<file path="src/rtl/burst_sram_scheduler.sv">
// Two-requester round-robin scheduler that sequences strided bursts into one
// single-port SRAM, aborting any burst whose next address would overflow.
module burst_sram_scheduler #(
    parameter int ADDR_WIDTH = 8,
    parameter int DATA_WIDTH = 32,
    parameter int STRIDE_LEN = 4,
    parameter int LEN_WIDTH  = 4
) (
    input  logic                    clk,
    input  logic                    rstn,
    input  logic [1:0]              req,
    input  logic [1:0]              req_wr,
    input  logic [2*ADDR_WIDTH-1:0] req_addr,
    input  logic [2*STRIDE_LEN-1:0] req_stride,
    input  logic [2*LEN_WIDTH-1:0]  req_len,
    input  logic [2*DATA_WIDTH-1:0] req_wdata,
    output logic [1:0]              gnt,
    output logic [1:0]              beat_ack,
    output logic [1:0]              done,
    output logic [1:0]              err,
    output logic                    sram_wren,
    output logic                    sram_rden,
    output logic [ADDR_WIDTH-1:0]   sram_addr,
    output logic [DATA_WIDTH-1:0]   sram_wr_data,
    input  logic [DATA_WIDTH-1:0]   sram_rd_data,
    output logic                    rd_valid,
    output logic                    rd_id,
    output logic [DATA_WIDTH-1:0]   rd_data
);

    localparam logic [0:0] IDLE  = 1'b0;
    localparam logic [0:0] BURST = 1'b1;

    logic [0:0]            state_reg;
    logic [ADDR_WIDTH-1:0] addr_cur_reg;
    logic [STRIDE_LEN-1:0] stride_reg;
    logic [LEN_WIDTH-1:0]  beats_left_reg;
    logic                  wr_reg;
    logic                  id_reg;
    logic                  prio_reg;
    logic                  rd_pend_reg;
    logic                  rd_pend_id_reg;
    logic                  rd_valid_reg;
    logic                  rd_id_reg;
    logic [DATA_WIDTH-1:0] rd_data_reg;

    logic [ADDR_WIDTH-1:0] addr_slice   [2];
    logic [STRIDE_LEN-1:0] stride_slice [2];
    logic [LEN_WIDTH-1:0]  len_slice    [2];
    logic [DATA_WIDTH-1:0] wdata_slice  [2];

    logic                  in_burst;
    logic                  last_beat;
    logic                  carry;
    logic                  grant_any;
    logic                  grant_id;
    logic [ADDR_WIDTH:0]   addr_next;

    genvar gi;
    generate
        for (gi = 0; gi < 2; gi++) begin : g_req
            assign addr_slice[gi]   = req_addr[gi*ADDR_WIDTH +: ADDR_WIDTH];
            assign stride_slice[gi] = req_stride[gi*STRIDE_LEN +: STRIDE_LEN];
            assign len_slice[gi]    = req_len[gi*LEN_WIDTH +: LEN_WIDTH];
            assign wdata_slice[gi]  = req_wdata[gi*DATA_WIDTH +: DATA_WIDTH];

            // Grant is suppressed during reset so the requester never sees a
            // gnt that the FSM did not actually latch.
            assign gnt[gi]      = rstn && (state_reg == IDLE) && grant_any && (grant_id == 1'(gi));
            assign beat_ack[gi] = in_burst && (id_reg == 1'(gi));
            assign done[gi]     = beat_ack[gi] && last_beat;
            assign err[gi]      = beat_ack[gi] && !last_beat && carry;
        end
    endgenerate

    assign in_burst  = (state_reg == BURST);
    assign last_beat = (beats_left_reg == '0);
    assign grant_any = |req;
    // With both requesting, prio_reg names the requester that did not finish last.
    assign grant_id  = (req == 2'b11) ? prio_reg : req[1];

    // One extra bit catches the wrap so it can abort the burst.
    assign addr_next = {1'b0, addr_cur_reg} + {{(ADDR_WIDTH+1-STRIDE_LEN){1'b0}}, stride_reg};
    assign carry     = addr_next[ADDR_WIDTH];

    assign sram_wren    = in_burst && wr_reg;
    assign sram_rden    = in_burst && !wr_reg;
    assign sram_addr    = in_burst ? addr_cur_reg : '0;
    assign sram_wr_data = (in_burst && wr_reg) ? wdata_slice[id_reg] : '0;

    assign rd_valid = rd_valid_reg;
    assign rd_id    = rd_id_reg;
    assign rd_data  = rd_data_reg;

    always_ff @(posedge clk) begin
        if (!rstn) begin
            state_reg      <= IDLE;
            addr_cur_reg   <= '0;
            stride_reg     <= '0;
            beats_left_reg <= '0;
            wr_reg         <= 1'b0;
            id_reg         <= 1'b0;
            prio_reg       <= 1'b0;
        end else begin
            case (state_reg)
                IDLE: begin
                    if (grant_any) begin
                        addr_cur_reg   <= addr_slice[grant_id];
                        stride_reg     <= stride_slice[grant_id];
                        beats_left_reg <= len_slice[grant_id];
                        wr_reg         <= req_wr[grant_id];
                        id_reg         <= grant_id;
                        state_reg      <= BURST;
                    end
                end
                BURST: begin
                    if (last_beat) begin
                        prio_reg  <= ~id_reg;
                        state_reg <= IDLE;
                    end else if (carry) begin
                        state_reg <= IDLE;
                    end else begin
                        addr_cur_reg   <= addr_next[ADDR_WIDTH-1:0];
                        beats_left_reg <= beats_left_reg - 1'b1;
                    end
                end
                default: state_reg <= IDLE;
            endcase
        end
    end

    // Read return: SRAM data arrives the cycle after rden, then is registered.
    always_ff @(posedge clk) begin
        if (!rstn) begin
            rd_pend_reg    <= 1'b0;
            rd_pend_id_reg <= 1'b0;
            rd_valid_reg   <= 1'b0;
            rd_id_reg      <= 1'b0;
            rd_data_reg    <= '0;
        end else begin
            rd_pend_reg    <= sram_rden;
            rd_pend_id_reg <= id_reg;
            rd_valid_reg   <= rd_pend_reg;
            rd_id_reg      <= rd_pend_id_reg;
            if (rd_pend_reg) begin
                rd_data_reg <= sram_rd_data;
            end
        end
    end

endmodule
</file>
<file path="config.mk">
export PLATFORM = sky130hd
export DESIGN_NAME = burst_sram_scheduler
export DESIGN_NICKNAME = d
export VERILOG_FILES = /design/src/rtl/burst_sram_scheduler.sv
export SDC_FILE = /design/constraint.sdc
export NUM_CORES = 1
export LEC_CHECK = 0
export BUFFER_PORTS_ARGS = -buffer_cell sky130_fd_sc_hd__buf_2
export CAP_MARGIN = 20
export CORE_ASPECT_RATIO = 0.5
export CORE_UTILIZATION = 42
export DETAILED_ROUTE_END_ITERATION = 16
export PLACE_DENSITY = 0.89
export RECOVER_POWER = 100
export SETUP_SLACK_MARGIN = 0.4
export SLEW_MARGIN = 10
export SYNTH_ARGS = -nofsm -noshare
export SYNTH_HDL_FRONTEND = slang
export SYNTH_SLANG_ARGS = --single-unit
export TNS_END_PERCENT = 100
</file>
<file path="constraint.sdc">
create_clock -name clk -period 2.4 [get_ports clk]
set_input_delay 0.24 -clock clk [delete_from_list [all_inputs] [get_ports clk]]
set_output_delay 0.24 -clock clk [all_outputs]
set_load 0.01 [all_outputs]
</file>
==> impl_metrics.toml <==
[route]
first_iter_violations = 373
drc = 0
ant_nets = 0
routedWlPerCell_um = 17.1
wirelength_um = 11500
avgViaCountPerCell = 5.44
drtPass1Iterations = 5
num_vias = 3674

[finish]
regArea_mm2 = 0.00113
nets = 722
drive_gt1_share_pct = 32.8
layout_common_cells = "buf_2, clkbuf_1, nor2_1"
n_fill_cell = 584
syn_to_final_growth_pct = 42.9
multi_input_area_mm2 = 0.00189
largest_reg_flops = 32
final_common_cell = "buf_2"
diodes = 0

[logic_synthesis]
syn-instance-count = 363
synth_area_per_cell_um2 = 8.63
yosys_warnings = 0
synth_edf_count = 0
ys_seq_area_share_pct = 35.8
ys_ff_latch = 56
yosysUniqueCellTypes = 50
async_flop_share_pct = 0
synth_area_mm2 = 0.00313
synthesis.nets = 503
synth_flop_cell = "dfxtp_1"

[critical_path]
critical_path.cell_chain = "ha_4 > inv_2 > fa_2 > and2b_2 > o22ai_4 > clkbuf_2 > o31a_4 > clkbuf_4 > o21ai_0 > a32o_1"
end_kind = "flip-flop"
cp_top_family = "compound AO/OA/AOI/OAI gates"
cp_num_buf_inv = 3
crit_path_start_kind = "flip-flop"
critical_path_arrival_ns = 2.54
worst-path-stages = 10
worst-path-max-fanout = 6
critPathRequiredTime_ns = 2.64
cp_slowest_cell = "dfxtp_1"
rr_worst_depth = 10
critPathMaxStageDelay_ns = 0.39
path_class = "reg2reg"

[global_routing]
antenna_found_initial = 0
grt_pass1_vias = 3545
grt_max_degree = 35
track_usage_pct = 28.3
overflow = 0
grt_first_pass_wirelength_um = 17100
grtUsageMet2_pct = 50.9
top_usage_layer = "met2"
grt_use_met3_pct = 7.97
grt.met1_usage_pct = 29.4

[sta]
finalCriticalPeriod_ns = 2.30
rsz0062_at_grt = "yes"
drv_slew = 0
final_hold_viol_count = 0
slew_headroom_pct = 27.7
setup_viol = 0
timing.fmax_mhz = 435
period_share_pct = 95.8
tightest_slew_ns = 1.08
holdWs_ns = 0.181
tns_ns = 0
skew_ns = 0.00901

[worst_hold_path]
hold_depth = 3
min-delay-path-class = "in2reg"

[floorplan]
io_pins = 218
die_area_mm2 = 0.00783
initial_utilization_pct = 45.1
floorplan.die.width_um = 124
core_area_mm2 = 0.00694
dieHeight_um = 63.1
rows = 21

[clocking]
cts_tree = "done"
cts.sinks = 56
clockBufferDepth = 2
cts-root-buf = "clkbuf_16"
htree_num_levels = 2
cts_hold_buf = 0
clkLatencyLatePin_ns = 0.29
clk_pin_slew_ns = 0.08
numCtsBuffers = 5

[status]
status = "finished, final reports clean"

[run]
cap_viol_max_count = 0

[power]
max-vdd-ir-drop_mv = 0.336
p_leak_nw = 2.00
power_density_mw_per_mm2 = 626

[placed_design]
hpwl_um = 7430
gp_congestion = 0.828
io_buffers = 217
## path summary, 6_finish.rpt
check | start | to | slack [ns]
setup / recovery | addr_cur_reg[0]$_SDFFE_PN0P_ | beats_left_reg[2]$_SDFFE_PN0P_ | 0.10
hold reg to reg | rd_pend_id_reg$_SDFF_PN0_ | rd_id$_SDFF_PN0_ | 0.47
setup reg to reg | addr_cur_reg[0]$_SDFFE_PN0P_ | beats_left_reg[2]$_SDFFE_PN0P_ | 0.10
hold / removal | sram_rd_data[0] | rd_data[0]$_SDFFE_PN0P_ | 0.18
## kinds of logic (layout without fill, tap and decap cells)
family          Yosys count  count (layout)  share of synthesized area (%)
flops                    56              56                           35.8
fa+ha+maj                 6               6                           2.64
mux                      80              80                           25.8
simple gates            131             131                           18.3
compound gates           52              53                           12.1
buf+inv                  38             257                           5.43
## cell usage after synthesis (all sizes together) (2+ instances only)
master / count / area (um^2)
a31o: 2 / 17.5
nand2: 21 / 88.8
o32ai: 2 / 17.5
nor2b: 2 / 12.5
a21boi: 4 / 30.0
nor3: 7 / 35.0
a32o: 2 / 20.0
clkbuf: 15 / 56.3
ha: 5 / 62.6
mux2i: 75 / 751
buf: 12 / 72.6
a21oi: 8 / 43.8
a311oi: 2 / 17.5
and2: 9 / 56.3
mux2: 5 / 56.3
nand2b: 3 / 18.8
nand3: 3 / 15.0
nor2: 79 / 297
or3: 2 / 12.5
o22ai: 6 / 43.8
inv: 11 / 41.3
dfxtp: 56 / 1120
or2: 2 / 12.5
o21ai: 12 / 63.8
a211oi: 5 / 37.5
o21a: 2 / 15.0
## power breakdown
part	internal [W]	switching [W]
Sequential	0.00101	0.0000821
Combinational	0.000387	0.000478
Clock	0.000497	0.000346
## area by class of cell
class                           count  area share [%]
Inverter                           11           0.950
Timing Repair Buffer              238            25.2
Tap cell                           92            2.57
Clock buffer                        5            2.79
Multi-Input combinational cell    270            42.2
Sequential cell                    56            25.2
Clock inverter                      3            1.06
## per-layer routing
layer  wire length, um  up-vias  part of all wire, %
li1                  -     1685                    -
met1              4250     1661                   37
met2              5570      256                   48
met3              1050       72                  9.1
met4               672        0                  5.8
met5                 0        -                    0
## per-stage QoR
step	utilization, %	instance area (um^2)	worst slack [ns]	cells	total power [W]
2_1_floorplan	-	3130	0.425	363	0.00160
3_3_place_gp	61.5	4270	0.256	653	0.00184
3_5_place_dp	61.5	4270	0.222	653	0.00187
4_1_cts	65.8	4570	0.137	672	0.00277
5_1_grt	64.5	4480	0.0881	675	0.00292
6_report	64.5	4480	0.100	675	0.00280
## tightest hold or removal path: stages
cell     delay, ns
buf_2         0.07
mux2i_1       0.05
nor2_1        0.07
## what timing repair did
action,in CTS,in global routing
resized for setup,10,7
gates cloned,1,0
buffers inserted,10,3
pin swaps,8,5
endpoints found under the setup margin,15,19
No activity file was read; power rests on OpenSTA's default activity.
